File: src/rtl/uart_rx_packer.sv
// uart_rx_packer: collects NUM_WORDS received UART words into one wide beat,
// tags the final beat of every BEATS_PER_FRAME-beat frame, and queues beats in
// a 2-entry output FIFO. If a beat completes while the FIFO is full and
// nothing is popping, that beat is dropped and a sticky overflow flag is raised.
module uart_rx_packer #(
  parameter int W_IN            = 16,
  parameter int NUM_WORDS       = 4,
  parameter int BEATS_PER_FRAME = 4
) (
  input  logic                      clk,
  input  logic                      rstn,
  input  logic                      s_valid,
  input  logic [W_IN-1:0]           s_data,
  input  logic                      m_ready,
  output logic                      m_valid,
  output logic [W_IN*NUM_WORDS-1:0] m_data,
  output logic                      m_last,
  output logic                      overflow
);

  localparam int BEAT_W = W_IN * NUM_WORDS;
  // The last word never needs storing: it is taken straight from s_data.
  localparam int ASM_W  = W_IN * (NUM_WORDS - 1);
  localparam int WC_W   = (NUM_WORDS > 1) ? $clog2(NUM_WORDS) : 1;
  localparam int BC_W   = (BEATS_PER_FRAME > 1) ? $clog2(BEATS_PER_FRAME) : 1;

  localparam logic [WC_W-1:0] WC_LAST   = WC_W'(NUM_WORDS - 1);
  localparam logic [BC_W-1:0] BC_LAST   = BC_W'(BEATS_PER_FRAME - 1);
  localparam logic [1:0]      OCC_EMPTY = 2'd0;
  localparam logic [1:0]      OCC_FULL  = 2'd2;

  // Word assembly state
  logic [WC_W-1:0]   word_cnt_q, word_cnt_d;
  logic [ASM_W-1:0]  asm_q, asm_d;

  // Frame tracking and sticky error
  logic [BC_W-1:0]   beat_cnt_q, beat_cnt_d;
  logic              overflow_q, overflow_d;

  // Output FIFO storage and bookkeeping
  logic [BEAT_W-1:0] fifo_data_q [2];
  logic [BEAT_W-1:0] fifo_data_d [2];
  logic              fifo_last_q [2];
  logic              fifo_last_d [2];
  logic              wr_ptr_q, wr_ptr_d;
  logic              rd_ptr_q, rd_ptr_d;
  logic [1:0]        occ_q, occ_d;

  // Handshake qualifiers
  logic              beat_done;
  logic              fifo_full;
  logic              pop;
  logic              push_ok;
  logic              drop;
  logic [BEAT_W-1:0] beat_full;
  logic              beat_is_last;

  assign beat_done    = s_valid && (word_cnt_q == WC_LAST);
  assign fifo_full    = (occ_q == OCC_FULL);
  assign pop          = m_valid && m_ready;
  // A same-cycle pop frees the slot the completing beat needs.
  assign push_ok      = beat_done && (!fifo_full || pop);
  assign drop         = beat_done && fifo_full && !pop;
  assign beat_full    = {s_data, asm_q};
  assign beat_is_last = (beat_cnt_q == BC_LAST);

  // Outputs come straight from registered FIFO state, never from s_*.
  assign m_valid  = (occ_q != OCC_EMPTY);
  assign m_data   = fifo_data_q[rd_ptr_q];
  assign m_last   = fifo_last_q[rd_ptr_q];
  assign overflow = overflow_q;

  // Word counter and assembly register: capture each non-final word into its slice.
  always_comb begin
    word_cnt_d = word_cnt_q;
    asm_d      = asm_q;
    if (s_valid) begin
      for (int k = 0; k < NUM_WORDS - 1; k++) begin
        if (word_cnt_q == WC_W'(k)) begin
          asm_d[k*W_IN +: W_IN] = s_data;
        end
      end
      if (word_cnt_q == WC_LAST) begin
        word_cnt_d = '0;
      end else begin
        word_cnt_d = word_cnt_q + 1'b1;
      end
    end
  end

  // Beat counter and overflow: the frame position only moves when a beat is kept.
  always_comb begin
    beat_cnt_d = beat_cnt_q;
    overflow_d = overflow_q | drop;
    if (push_ok) begin
      if (beat_is_last) begin
        beat_cnt_d = '0;
      end else begin
        beat_cnt_d = beat_cnt_q + 1'b1;
      end
    end
  end

  // FIFO write/read pointers, storage and occupancy.
  always_comb begin
    fifo_data_d = fifo_data_q;
    fifo_last_d = fifo_last_q;
    wr_ptr_d    = wr_ptr_q;
    rd_ptr_d    = rd_ptr_q;
    occ_d       = occ_q;
    if (push_ok) begin
      fifo_data_d[wr_ptr_q] = beat_full;
      fifo_last_d[wr_ptr_q] = beat_is_last;
      wr_ptr_d              = ~wr_ptr_q;
    end
    if (pop) begin
      rd_ptr_d = ~rd_ptr_q;
    end
    case ({push_ok, pop})
      2'b10:   occ_d = occ_q + 2'd1;
      2'b01:   occ_d = occ_q - 2'd1;
      default: occ_d = occ_q;
    endcase
  end

  // State registers; reset clears data too so outputs read zero during reset.
  always_ff @(posedge clk or negedge rstn) begin
    if (!rstn) begin
      word_cnt_q     <= '0;
      asm_q          <= '0;
      beat_cnt_q     <= '0;
      overflow_q     <= 1'b0;
      fifo_data_q[0] <= '0;
      fifo_data_q[1] <= '0;
      fifo_last_q[0] <= 1'b0;
      fifo_last_q[1] <= 1'b0;
      wr_ptr_q       <= 1'b0;
      rd_ptr_q       <= 1'b0;
      occ_q          <= OCC_EMPTY;
    end else begin
      word_cnt_q     <= word_cnt_d;
      asm_q          <= asm_d;
      beat_cnt_q     <= beat_cnt_d;
      overflow_q     <= overflow_d;
      fifo_data_q[0] <= fifo_data_d[0];
      fifo_data_q[1] <= fifo_data_d[1];
      fifo_last_q[0] <= fifo_last_d[0];
      fifo_last_q[1] <= fifo_last_d[1];
      wr_ptr_q       <= wr_ptr_d;
      rd_ptr_q       <= rd_ptr_d;
      occ_q          <= occ_d;
    end
  end

endmodule
File: config.mk
export PLATFORM = sky130hd
export DESIGN_NAME = uart_rx_packer
export DESIGN_NICKNAME = d
export VERILOG_FILES = /design/src/rtl/uart_rx_packer.sv
export SDC_FILE = /design/constraint.sdc
export NUM_CORES = 1
export LEC_CHECK = 0
export ABC_AREA = 0
export CORE_UTILIZATION = 57
export CTS_CLUSTER_DIAMETER = 40
export DETAILED_ROUTE_END_ITERATION = 12
export GPL_TIMING_DRIVEN = 0
export PLACE_DENSITY = 0.8
export SLEW_MARGIN = 20
export SYNTH_ARGS = -nofsm -noshare
export SYNTH_HDL_FRONTEND = slang
export SYNTH_SLANG_ARGS = --single-unit
export TNS_END_PERCENT = 10
File: constraint.sdc
create_clock -name clk -period 1.85 [get_ports clk]
set_input_delay 0.37 -clock clk [delete_from_list [all_inputs] [get_ports clk]]
set_output_delay 0.37 -clock clk [all_outputs]
set_load 0.01 [all_outputs]
==> metrics.md <==
| Metric | Value |
|---|---|
| H-tree depth | 4 |
| Setup Skew | 0.00799 ns |
| Final worst path period need | 2.08 ns |
| Critical Path Start Type | flop |
| Synth Area per Inst | 16.9 um2 |
| FF+latch count, synth | 187 |
| GPL Wtd Cong | 0.744 |
| Layout Cells excl Fill | 804 |
| Netlist cell types | 28 |
| Vias in the first global route | 4875 |
| Num rows | 43 |
| Crit Path Max Fanout | 5 |
| Worst setup margin | -0.230 ns |
| Dominant synthesized flop cell | dfrtp_1 |
| Antenna cells | 0 |
| Final Core Density | 76.2% |
| Hold Crit Class | in -> async |
| Clk sinks | 187 |
| Mapped Area | 8330 um2 |
| Initial DRT Pass Iterations | 4 |
| Root Driver | clkbuf_16 |
| Crit. End Element | output port |
| Worst vdd ir | 1.16 mV |
| Final ANT Viol Nets | 0 |
| FFs w/ async S/R, synth | 100% |
| Placed cell count | 758 |
| # hold bufs at CTS | 0 |
| Cts bufs inserted | 17 |
| Total track usage | 25.6% |
| IO buf count | 85 |
| Worst EP arrival | 1.71 ns |
| Synth Warn # | 0 |
| CTS tree | built |
| Most frequent cells in the layout | dfrtp_1, mux2_4, mux2_2 |
| DR WL met2 | 9480 um |
| MaxCap Viol Count | 0 |
| CTS clk-pin slew, worst paths | 0.06 ns |
| CP Data Required Time | 1.48 ns |
| Hpwl dp | 11100 um |
| Global-route wire length before repair | 27700 um |
| WL per Instance | 23.1 um |
| Synthesis-to-finish area growth | 28.9% |
| Clk_lat worst skew | 0.44 ns |
| Most common cell after layout, fill and taps aside | dfrtp_1 |
| RSZ-0062 raised after global routing | yes |
| Leak pwr | 5.19 nW |
| Failing checks | hold timing, setup timing |
| Critical path type | reg -> out |
| Nets@finish | 636 |
| Syn nets | 517 |
| Detailed-route via count | 4546 |
| Die Width | 123 um |
| Fin. max-slew vios | 0 |
| Outcome | finished, violations left |
| Post-synth EDFFs | 0 |
| Top Metal Used | met4 |
| Initial Util | 59.1% |
| Initial antenna violation count | 0 |
| Die area | 15100 um2 |
| Setup violators final | 65 |
| Pre-CTS setup slack | -0.625 ns |
| Fin Hold WS | -0.0414 ns |
| Largest net degree at the start of global routing | 105 |
| Die Y | 123 um |
| Final setup TNS | -11.68 ns |
| F_max | 0.481 GHz |
| Cells after synthesis | 492 |
| Core area | 14100 um2 |
| Ports | 87 |
| Post-synthesis sequential area ratio | 56.1% |
| WL met3 | 767 um |
| Least-Margin Pin Slew | 0.795 ns |
| DRT iter0 DRCs | 208 |
| PwrDens | 2010 nW/um2 |
| Wire length on met1 | 8090 um |
| WL final | 18600 um |
| DR vias/cell | 5.65 |
| Grt ovf | 0 |
| Fin crit share | 112% |
| Clock Path Buffers | 2 |
| # DRC | 0 |
| Final hold violations | 13 |
| Share of cells above drive strength 1 | 63.0% |
| Slew margin rel. | 47.0% |
[final cells by class]
type / instances / area [um2]
sequential: 187 / 4680
clock inverter: 10 / 163
fill: 785 / 3350
tap: 180 / 225
inverter: 3 / 11.3
multi-input combinational: 277 / 3630
clock buffer: 22 / 484
buffer: 25 / 393
timing repair buffer: 100 / 1160
[power by group]
part | leakage (nW) | internal, W | total (W) | switching [W]
Combinational | 2.60 | 0.00666 | 0.0101 | 0.00345
Clock | 0.312 | 0.00241 | 0.00392 | 0.00152
Sequential | 2.28 | 0.00610 | 0.00751 | 0.00140
Total | 5.19 | 0.0152 | 0.0215 | 0.00637
[layer usage]
| layer | global-route usage [%] | up-vias |
|---|---|---|
| li1 | - | 1983 |
| met1 | 34.0 | 2438 |
| met2 | 41.5 | 105 |
| met3 | 6.00 | 20 |
| met4 | 8.92 | 0 |
| met5 | 0 | - |
[sequential cells by signal (all words and copies together) (netlist names)]
name / count
asm_q: 48
beat_cnt_q: 2
fifo_data_q: 128
fifo_last_q: 2
occ_q: 2
overflow: 1
rd_ptr_q: 1
word_cnt_q: 2
wr_ptr_q: 1
[critical path, cell delays in order (launching register included)]
cell	delay, ns
dfrtp_1	0.41
buf_8	0.15
buf_8	0.14
buf_12	0.14
mux2_4	0.31
buf_6	0.12
[final timing paths]
| path | start | end | slack [ns] | cells after the start |
|---|---|---|---|---|
| max | rd_ptr_q | m_data[38] | -0.23 | 5 |
| min | rstn | occ_q[0] | -0.04 | 1 |
| max reg2reg | word_cnt_q[0] | fifo_data_q[105] | 0.09 | 6 |
| min reg2reg | overflow | overflow | 0.47 | 1 |
| max in group asynchronous | rstn | fifo_data_q[82] | 1.05 | 2 |
| min in group clk | s_valid | word_cnt_q[1] | 0.22 | 2 |
[cells in the mapped netlist, types with 2 or more instances]
cell type | instances | area, um2
clkbuf_1 | 3 | 11.3
buf_2 | 8 | 40.0
mux2_4 | 100 | 1500
buf_12 | 6 | 120
nand2_1 | 5 | 18.8
nor2_1 | 2 | 7.51
a21oi_1 | 2 | 10.0
mux2_2 | 145 | 1630
buf_4 | 2 | 15.0
ha_1 | 5 | 62.6
inv_1 | 3 | 11.3
xnor2_1 | 2 | 17.5
buf_6 | 6 | 67.6
o21ai_0 | 3 | 15.0
dfrtp_1 | 187 | 4680
[kinds of logic (layout without fill, tap and decap cells)]
family	count (synthesis)	in the layout	synth area share, %
buf+inv	28	160	3.18
flops	187	187	56.1
fa+ha+maj	5	5	0.751
simple gates	16	16	1.40
mux	245	245	37.6
xor+xnor	3	3	0.315
compound gates	8	8	0.601
[stage by stage]
| stage | total power (W) | area [um2] | hold WS [ns] |
|---|---|---|---|
| global placement | 0.0152 | 9410 | 0.446 |
| global route | 0.0225 | 10700 | 0.0262 |
| CTS | 0.0205 | 10400 | 0.000214 |
| floorplan | 0.0122 | 8330 | 0.0744 |
| finish | 0.0215 | 10700 | -0.0414 |
| detailed placement | 0.0155 | 9440 | 0.455 |
[what timing repair did]
item,in CTS,in global routing
pin swaps,0,1
resized for setup,330,105
setup buffers,8,2
endpoints found under the setup margin,66,153
gates cloned,4,2
No activity file was read; power rests on OpenSTA's default activity.
